**src/rtl/except_ctrl.sv**
```systemverilog
// except_ctrl: prioritises MEM-stage exceptions and pending interrupts into a CP0 commit code,
// then holds a fetch-redirect flush. Define EXC_INT_SYNC_EN to pass int_i through a 2-flop synchronizer.
module except_ctrl #(
    parameter logic [31:0] EXC_VECTOR   = 32'hBFC0_0380,
    parameter int unsigned FLUSH_CYCLES = 2
) (
    input  logic        clk,
    input  logic        rst,
    input  logic [5:0]  stall_i,
    input  logic        mem_valid_i,
    input  logic [31:0] mem_pc_i,
    input  logic        mem_in_delayslot_i,
    input  logic [8:0]  mem_except_i,
    input  logic [31:0] mem_bad_vaddr_i,
    input  logic [31:0] status_i,
    input  logic [31:0] cause_i,
    input  logic [31:0] epc_i,
    input  logic [5:0]  int_i,
    input  logic        timer_int_i,
    output logic [31:0] excepttype_o,
    output logic [31:0] pc_o,
    output logic [31:0] bad_vaddr_o,
    output logic        is_in_delayslot_o,
    output logic        flush_o,
    output logic [31:0] new_pc_o
);
    localparam logic [2:0]  CNT_LOAD = 3'(FLUSH_CYCLES - 1);
    localparam logic [31:0] EXC_INT  = 32'h01;
    localparam logic [31:0] EXC_ADEL = 32'h04;
    localparam logic [31:0] EXC_ADES = 32'h05;
    localparam logic [31:0] EXC_SYS  = 32'h08;
    localparam logic [31:0] EXC_BP   = 32'h09;
    localparam logic [31:0] EXC_RI   = 32'h0a;
    localparam logic [31:0] EXC_OV   = 32'h0c;
    localparam logic [31:0] EXC_TR   = 32'h0d;
    localparam logic [31:0] EXC_ERET = 32'h0e;

    typedef enum logic {IDLE, FLUSH} state_t;

    state_t      state, state_nxt;
    logic [2:0]  cnt, cnt_nxt;
    logic [31:0] new_pc_nxt;
    logic [5:0]  hw;
    logic [5:0]  ip;
    logic        int_pend;
    logic        consider;

`ifdef EXC_INT_SYNC_EN
    logic [5:0] int_s1, int_s2;
    always_ff @(posedge clk or posedge rst) begin
        if (rst) begin
            int_s1 <= '0;
            int_s2 <= '0;
        end else begin
            int_s1 <= int_i;
            int_s2 <= int_s1;
        end
    end
    assign hw = int_s2;
`else
    assign hw = int_i;
`endif

    // Timer shares hardware line 5 and is never synchronized
    assign ip       = {hw[5] | timer_int_i, hw[4:0]};
    assign int_pend = status_i[0] & ~status_i[1] &
                      ((|(ip & status_i[15:10])) | (|(cause_i[9:8] & status_i[9:8])));
    assign consider = ~rst & (state == IDLE) & mem_valid_i & ~stall_i[4];

    always_comb begin
        excepttype_o = '0;
        bad_vaddr_o  = '0;
        if (consider) begin
            if (int_pend)              excepttype_o = EXC_INT;
            else if (mem_except_i[0]) begin
                excepttype_o = EXC_ADEL;
                bad_vaddr_o  = mem_pc_i;
            end
            else if (mem_except_i[1])  excepttype_o = EXC_RI;
            else if (mem_except_i[2])  excepttype_o = EXC_SYS;
            else if (mem_except_i[3])  excepttype_o = EXC_BP;
            else if (mem_except_i[4])  excepttype_o = EXC_OV;
            else if (mem_except_i[5])  excepttype_o = EXC_TR;
            else if (mem_except_i[6]) begin
                excepttype_o = EXC_ADEL;
                bad_vaddr_o  = mem_bad_vaddr_i;
            end
            else if (mem_except_i[7]) begin
                excepttype_o = EXC_ADES;
                bad_vaddr_o  = mem_bad_vaddr_i;
            end
            else if (mem_except_i[8])  excepttype_o = EXC_ERET;
        end
    end

    assign pc_o              = rst ? '0 : mem_pc_i;
    assign is_in_delayslot_o = ~rst & mem_in_delayslot_i;
    assign flush_o           = (state == FLUSH);

    always_comb begin
        state_nxt  = state;
        cnt_nxt    = cnt;
        new_pc_nxt = new_pc_o;
        case (state)
            IDLE: begin
                if (excepttype_o != '0) begin
                    state_nxt  = FLUSH;
                    cnt_nxt    = CNT_LOAD;
                    new_pc_nxt = (excepttype_o == EXC_ERET) ? epc_i : EXC_VECTOR;
                end
            end
            FLUSH: begin
                if (cnt == '0) state_nxt = IDLE;
                else           cnt_nxt   = cnt - 3'd1;
            end
            default: state_nxt = IDLE;
        endcase
    end

    always_ff @(posedge clk or posedge rst) begin
        if (rst) begin
            state    <= IDLE;
            cnt      <= '0;
            new_pc_o <= '0;
        end else begin
            state    <= state_nxt;
            cnt      <= cnt_nxt;
            new_pc_o <= new_pc_nxt;
        end
    end
endmodule

```
**config.mk**
```make
export PLATFORM = sky130hd
export DESIGN_NAME = except_ctrl
export DESIGN_NICKNAME = d
export VERILOG_FILES = /design/src/rtl/except_ctrl.sv
export SDC_FILE = /design/constraint.sdc
export NUM_CORES = 1
export LEC_CHECK = 0
export ABC_CLOCK_PERIOD_IN_PS = 3000
export CAP_MARGIN = 20
export CORE_AREA = 3 3 121 123
export CTS_CLUSTER_SIZE = 16
export DETAILED_ROUTE_END_ITERATION = 6
export DIE_AREA = 0 0 124 126
export PLACE_DENSITY = 0.69
export SLEW_MARGIN = 20
export SYNTH_ARGS = -nofsm -noshare
export SYNTH_HDL_FRONTEND = slang
export SYNTH_SLANG_ARGS = --single-unit
```
**constraint.sdc**
```tcl
create_clock -name clk -period 3 [get_ports clk]
set_clock_uncertainty 0.05 [all_clocks]
set_input_delay 0.6 -clock clk [delete_from_list [all_inputs] [get_ports clk]]
set_output_delay 0.6 -clock clk [all_outputs]
set_load 0.01 [all_outputs]
```
==> results of run 1 <==
[what timing repair did]
| action | in CTS | in global routing |
|---|---|---|
| pin swaps | 6 | 5 |
| setup endpoints to repair | 37 | 35 |
| gates resized for setup | 143 | 40 |
| cloned | 3 | 1 |
| setup buffers | 6 | 1 |
[synth_stat cells, drive strengths merged]
cell	n
a211oi	2
a21oi	2
a222oi	1
a22o	20
a22oi	34
a41o	1
a41oi	2
and2b	4
buf	32
clkbuf	16
conb	1
dfrtp	36
ha	2
inv	7
nand2	5
nand2b	2
nand3	1
nor2	37
nor2b	30
nor3	7
nor4	1
o21ai	3
o21ba	1
o22a	13
o22ai	2
o2bb2ai	1
or2	1
or3	1
or4b	1
[per-stage QoR]
stage | hold slack, ps | worst slack (ps)
5_1_grt | 480 | -3.77
4_1_cts | 458 | 7.67
6_report | 449 | 55.0
3_5_place_dp | 440 | -773
3_3_place_gp | 441 | -717
2_1_floorplan | 465 | 353
[cell usage in the layout (no fill, tap or decap), drive strengths merged]
cell type / synthesis / final
a22oi: 34 / 34
o22a: 13 / 13
ha: 2 / 2
a41o: 1 / 1
conb: 1 / 28
or4b: 1 / 1
a222oi: 1 / 1
nand2: 5 / 5
nand3: 1 / 1
buf: 32 / 57
a211oi: 2 / 2
o21ba: 1 / 1
a21oi: 2 / 2
o22ai: 2 / 2
dlygate4sd2: 0 / 5
nor4: 1 / 1
clkdlybuf4s15: 0 / 3
nor2: 37 / 37
nor3: 7 / 7
clkdlybuf4s50: 0 / 185
or3: 1 / 1
o2bb2ai: 1 / 1
or2: 1 / 1
clkbuf: 16 / 12
and2b: 4 / 4
inv: 7 / 7
a22o: 20 / 20
nor2b: 30 / 30
nand2b: 2 / 2
a41oi: 2 / 2
dlymetal6s2s: 0 / 5
dfrtp: 36 / 36
o21ai: 3 / 3
[worst register-to-register path: cells and delay by family (launching register included)]
kind,cells,cell delay (ps)
AOI/OAI and AO/OA,2,450
buffers and inverters,2,280
and+or+nand+nor,3,1130
DFF,1,410
[final timing paths]
kind                         startpoint  slack [ps]         endpoint
max                          stall_i[4]          50  bad_vaddr_o[27]
min                        new_pc_o[10]         450     new_pc_o[10]
max reg2reg                     flush_o         570      new_pc_o[8]
min reg2reg                new_pc_o[10]         450     new_pc_o[10]
max in group asynchronous           rst        1850     new_pc_o[28]
min in group asynchronous           rst         720      new_pc_o[1]
[power groups by stage]
stage	Sequential (mW)	Clock, mW	Combinational, mW
6_report	0.651	0.529	0.878
5_1_grt	0.663	0.563	0.946
4_1_cts	0.653	0.549	0.874
3_5_place_dp	0.657	0	0.829
3_3_place_gp	0.655	0	0.811
2_1_floorplan	0.689	0	0.305
[cell families (layout without fill, tap and decap cells)]
| group | count (synthesis) | in the layout | share of synthesized area |
|---|---|---|---|
| AND/OR/NAND/NOR | 90 | 90 | 0.196 |
| AO/OA/AOI/OAI | 82 | 82 | 0.275 |
| buffers and inverters | 55 | 274 | 0.138 |
| flip-flops | 36 | 36 | 0.379 |
| adder cells (fa/ha/maj) | 2 | 2 | 0.0105 |
| other | 1 | 28 | 0.00158 |
[registers in the layout, summed over array words and instances (netlist names)]
register,cells
new_pc_o,32
cnt,3
flush_o,1
[layout make-up]
class                           count  area share
Inverter                            7     0.00499
Clock buffer                        7      0.0290
Timing Repair Buffer              260       0.491
Tap cell                          180      0.0428
Multi-Input combinational cell    202       0.261
Sequential cell                    36       0.171
[metal layers]
metal / vias up / wire, µm / track usage
met5: - / 13 / 0
met4: 2 / 92 / 0.0264
met3: 10 / 1340 / 0.0359
met2: 186 / 6450 / 0.272
met1: 1382 / 4650 / 0.177
li1: 1391 / - / -
==> flow_summary.toml, run 1 <==
[yosys]
synth_top_cell_area_share = 0.379
post_synth.cell_area_avg_um2 = 8.94
synth-seq-area-share = 0.379
yosys_register_bits = 36
synth_warn = 0
synth.cell_area_um2 = 2380
yosys-top-cells-area = "sky130_fd_sc_hd__dfrtp_1 (38%), sky130_fd_sc_hd__a22oi_1 (11%), sky130_fd_sc_hd__buf_4 (8.8%)"
post_synth_inst_count = 266
synth_cell_type_count = 31
synth_top_area_cell = "sky130_fd_sc_hd__dfrtp_1"

[route]
drc_errors = 0
drtAntennaViolNets = 0
first_pass_iters = 6
routed_via_density = 4.29
routed-via-count = 2971
avgRoutedWirePerCell_um = 18.1
drt_wl_total_um = 12500
drt_iter0_drc = 84

[global_route]
antenna_violations_before_repair = 1
grt_max_degree = 40
grt-ovfl-total = 0
grt_pass1_vias = 3132
grt_first_pass_wirelength_um = 17800
groute.usage.overall = 0.149

[sta]
drv_slew = 0
finalHoldViolCount = 0
rsz0062_at_grt = "yes"
setup_violations = 0
min_period_over_period = 0.982
fin_setup_tns_ps = 0
fin_crit_ps = 2950
fmax_achieved_mhz = 340

[critical_path]
timing.critical_path.required_ps = 2350
startpoint_type = "input port"
timing.critical_path.depth = 8
timing.critical_path.max_delay_family = "simple AND/OR/NAND/NOR gates"
critical_path.cell_chain = "clkdlybuf4s15_1 > or4b_4 > nand2b_4 > o22a_4 > buf_6 > buf_16 > nor2_1 > buf_2"
category_of_the_critical_setup_timing_path = "in2out"
worst_r2r_path_depth = 7
timing.critical_path.slowest_cell_delay_ps = 570
path_max_fanout = 8
critical_path.slowest_cell = "sky130_fd_sc_hd__or4b_4"
timing.critical_path.arrival_ps = 2300
critPathBufInv = 4
timing.critical_path.to_type = "output port"

[layout]
synthToLayoutAreaGrowth_pct = 121
multi_input_area_um2 = 1370
post-route-util = 0.382
finalNonFillerCells = 692
final.fill_count = 1384
area.sequential_um2 = 901
layout-drive-gt1-share = 0.184
design.final.nets = 700
diodes = 0
stdcell_area_um2 = 5270

[cts]
clock_tree.buffer_depth = 2
clock_sinks = 36
h-tree-depth = 2
root_buffer = "sky130_fd_sc_hd__clkbuf_16"
tritoncts = "built"
clock_latency_ps = 270
clk_pin_slew_worst_setup_hold_paths_ps = 50
tritoncts.num_buffers = 5
ctsHoldBuffers = 0

[floorplanning]
die-height_um = 126
die_area_um2 = 15600
fp.coreArea_um2 = 13800
starting_density_of_the_core = 0.173
num_rows = 43
die_x_um = 124
boundary_pin_count = 316

[power]
clkPwrFrac = 0.257
peakVddDrop_uv = 411
seqPwrFrac = 0.316
sw_share = 0.290
power.static_leakage_nw = 2.20
power_report.internal_total_mw = 1.46
totalPowerFinal_mw = 2.06
share_of_total_power_in_combinational_logic = 0.427
pwr_density_cell_nw_per_um2 = 391
netSwitchingPower_mw = 0.596

[placement]
gpl.final_weighted_congestion = 0.771
dp_cells = 674
place_area_um2 = 4890
hpwl_um = 9230
io_buffers = 230

[min_path]
timing.hold.worst.class = "reg2reg"
min_path_cells = 1

[flow_run]
drv.max_cap_violation_count = 0

[run_status]
outcome = "finished clean"
No activity file was read; power rests on OpenSTA's default activity.
==> inputs of run 2 (changes only) <==
--- a/config.mk
+++ b/config.mk
@@ -7,11 +7,14 @@
 export LEC_CHECK = 0
 export ABC_CLOCK_PERIOD_IN_PS = 3000
 export CAP_MARGIN = 20
-export CORE_AREA = 3 3 121 123
+export CELL_PAD_IN_SITES_DETAIL_PLACEMENT = 0
+export CELL_PAD_IN_SITES_GLOBAL_PLACEMENT = 1
+export CORE_ASPECT_RATIO = 1.25
+export CORE_MARGIN = 3
+export CORE_UTILIZATION = 16
 export CTS_CLUSTER_SIZE = 16
 export DETAILED_ROUTE_END_ITERATION = 6
-export DIE_AREA = 0 0 124 126
-export PLACE_DENSITY = 0.69
+export PLACE_DENSITY = 0.93
 export SLEW_MARGIN = 20
 export SYNTH_ARGS = -nofsm -noshare
 export SYNTH_HDL_FRONTEND = slang
==> run 2 against run 1 <==
Net effect:
- count of clock-buffer cells in the layout is 1 lower
- final cell count stayed put
- global-route usage is 1.9 points lower
- hold slack better by 1.6 ps
- utilization is 2.4 points lower
- sequential cell count stayed put
- first-iteration DRC count is 57% higher
- final area is 1.4% lower
- non-clock buffer count is 2 higher
- clock power is 7.8% lower
- via count is 0.24% lower
- highest routed layer is now met4
==> flow_summary.toml, run 2 (synthesis gave the netlist of run 1 again) <==
[critical_path]
timing.critical_path.to_type = "output port"
path_max_fanout = 9
timing.rr.start = "flush_o"
timing.critical_path.arrival_ps = 2250
timing.critical_path.required_ps = 2350
startpoint_type = "input port"
worst_r2r_endpoint = "new_pc_o[24]"
crit_path_start = "mem_valid_i"
setup.worst_path.end = "bad_vaddr_o[7]"
r2r_setup_slack_ps = 210
worst_r2r_path_depth = 9
category_of_the_critical_setup_timing_path = "in2out"

[sta]
setup_violations = 0
rsz0062_at_grt = "no"
drv_slew = 0
finalHoldViolCount = 0
fin_crit_ps = 2900
worst_slack_ps = 95.7
min_period_over_period = 0.968
fmax_achieved_mhz = 344
holdWs_ps = 450

[placement]
hpwl_um = 8460
gpl.final_weighted_congestion = 0.773
dp_cells = 677
dpl_worst_slack_ps = -612
io_buffers = 230

[global_route]
grt_max_degree = 37
groute.usage.overall = 0.130
grt_pass1_vias = 2925
grt-ovfl-total = 0
grt_first_pass_wirelength_um = 16500
antenna_violations_before_repair = 0

[floorplanning]
boundary_pin_count = 316
die_area_um2 = 16400
fp.coreArea_um2 = 14500
die-height_um = 142
num_rows = 49
die_x_um = 115
starting_density_of_the_core = 0.164

[cts]
clock_sinks = 36
root_buffer = "sky130_fd_sc_hd__clkbuf_16"
tritoncts.num_buffers = 5
clk_pin_slew_worst_setup_hold_paths_ps = 50
clock_latency_ps = 280
h-tree-depth = 2
tritoncts = "built"
clock_tree.buffer_depth = 2
ctsHoldBuffers = 0

[layout]
diodes = 0
most-common-layout-cells = "sky130_fd_sc_hd__clkdlybuf4s50_1 (184), sky130_fd_sc_hd__dfrtp_1 (36), sky130_fd_sc_hd__a22oi_1 (34), sky130_fd_sc_hd__nor2b_1 (30), sky130_fd_sc_hd__conb_1 (28)"
design.final.nets = 702
post-route-util = 0.359
number_of_flip_flops_in_the_largest_register = 32
largest-register = "new_pc_o"
layout.cells.most_common = "sky130_fd_sc_hd__clkdlybuf4s50_1"
finalNonFillerCells = 692
synthToLayoutAreaGrowth_pct = 118
final.fill_count = 1488
layout-drive-gt1-share = 0.193

[run_status]
outcome = "finished clean"

[power]
power.static_leakage_nw = 2.18
pwr_density_cell_nw_per_um2 = 388
peakVddDrop_uv = 299

[route]
drt_wl_total_um = 11400
routed-via-count = 2964
drc_errors = 0
routed_via_density = 4.28
drtAntennaViolNets = 0
first_pass_iters = 4
drt_iter0_drc = 132
avgRoutedWirePerCell_um = 16.4

[flow_run]
drv.max_cap_violation_count = 0

[min_path]
timing.hold.worst.class = "reg2reg"
run 2: changes by cell type in the layout (fill, tap and decap cells not counted), sizes merged:
cell	change
clkdlybuf4s15	+2
dlymetal6s2s	-1
clkinv	+1
clkbuf	-5
clkdlybuf4s50	-1
dlygate4sd2	-1
buf	+7
run 2: timing repair:
| action | CTS | global route |
|---|---|---|
| setup buffers | 6 | 1 |
| hold endpoints to repair | 0 | 0 |
| setup endpoints to repair | 36 | 47 |
| cloned | 3 | 0 |
| gates resized for setup | 161 | 29 |
| pin swaps | 13 | 4 |
run 2: worst max-delay path: stages:
cell and delay [ps]:
sky130_fd_sc_hd__dlygate4sd2_1 190, sky130_fd_sc_hd__or4b_4 500, sky130_fd_sc_hd__nand2b_4 170, sky130_fd_sc_hd__o22a_4 260
sky130_fd_sc_hd__buf_6 140, sky130_fd_sc_hd__buf_12 140, sky130_fd_sc_hd__nor2_1 110, sky130_fd_sc_hd__buf_2 140
run 2: power breakdown:
| part | switching (mW) | total (mW) | internal, mW |
|---|---|---|---|
| Sequential | 0.0517 | 0.642 | 0.590 |
| Combinational | 0.348 | 0.881 | 0.534 |
| Clock | 0.187 | 0.488 | 0.302 |
| Total | 0.586 | 2.01 | 1.43 |
run 2: area by class of cell:
type,instances,area (µm²),share of cell area
Tap cell,178,223,0.0429
Multi-Input combinational cell,202,1350,0.261
Inverter,7,26.3,0.00506
Clock inverter,1,5.00,0.000964
Clock buffer,6,129,0.0248
Sequential cell,36,901,0.174
Timing Repair Buffer,262,2550,0.492
run 2: how the worst min path moves through the flow:
stage,from,endpoint,cells after the start
2_1_floorplan,cnt[1],cnt[1],2
3_3_place_gp,new_pc_o[19],new_pc_o[19],1
3_5_place_dp,new_pc_o[11],new_pc_o[11],1
4_1_cts,new_pc_o[14],new_pc_o[14],1
5_1_grt,new_pc_o[0],new_pc_o[0],1
6_report,new_pc_o[14],new_pc_o[14],1
run 2: metrics by stage:
step	setup TNS (ps)	power, mW	instance area (µm²)
floorplan	0	0.994	2480
global placement	-25430	1.48	4950
detailed placement	-24750	1.49	4950
CTS	0	2.04	5120
global route	0	2.14	5190
finish	0	2.01	5190
run 2: per-layer routing:
metal	up-vias	track usage	wire, µm
met2	171	0.222	5530
met3	16	0.0408	1220
met5	-	0	0
li1	1395	-	-
met1	1382	0.151	4340
met4	0	0.0482	294
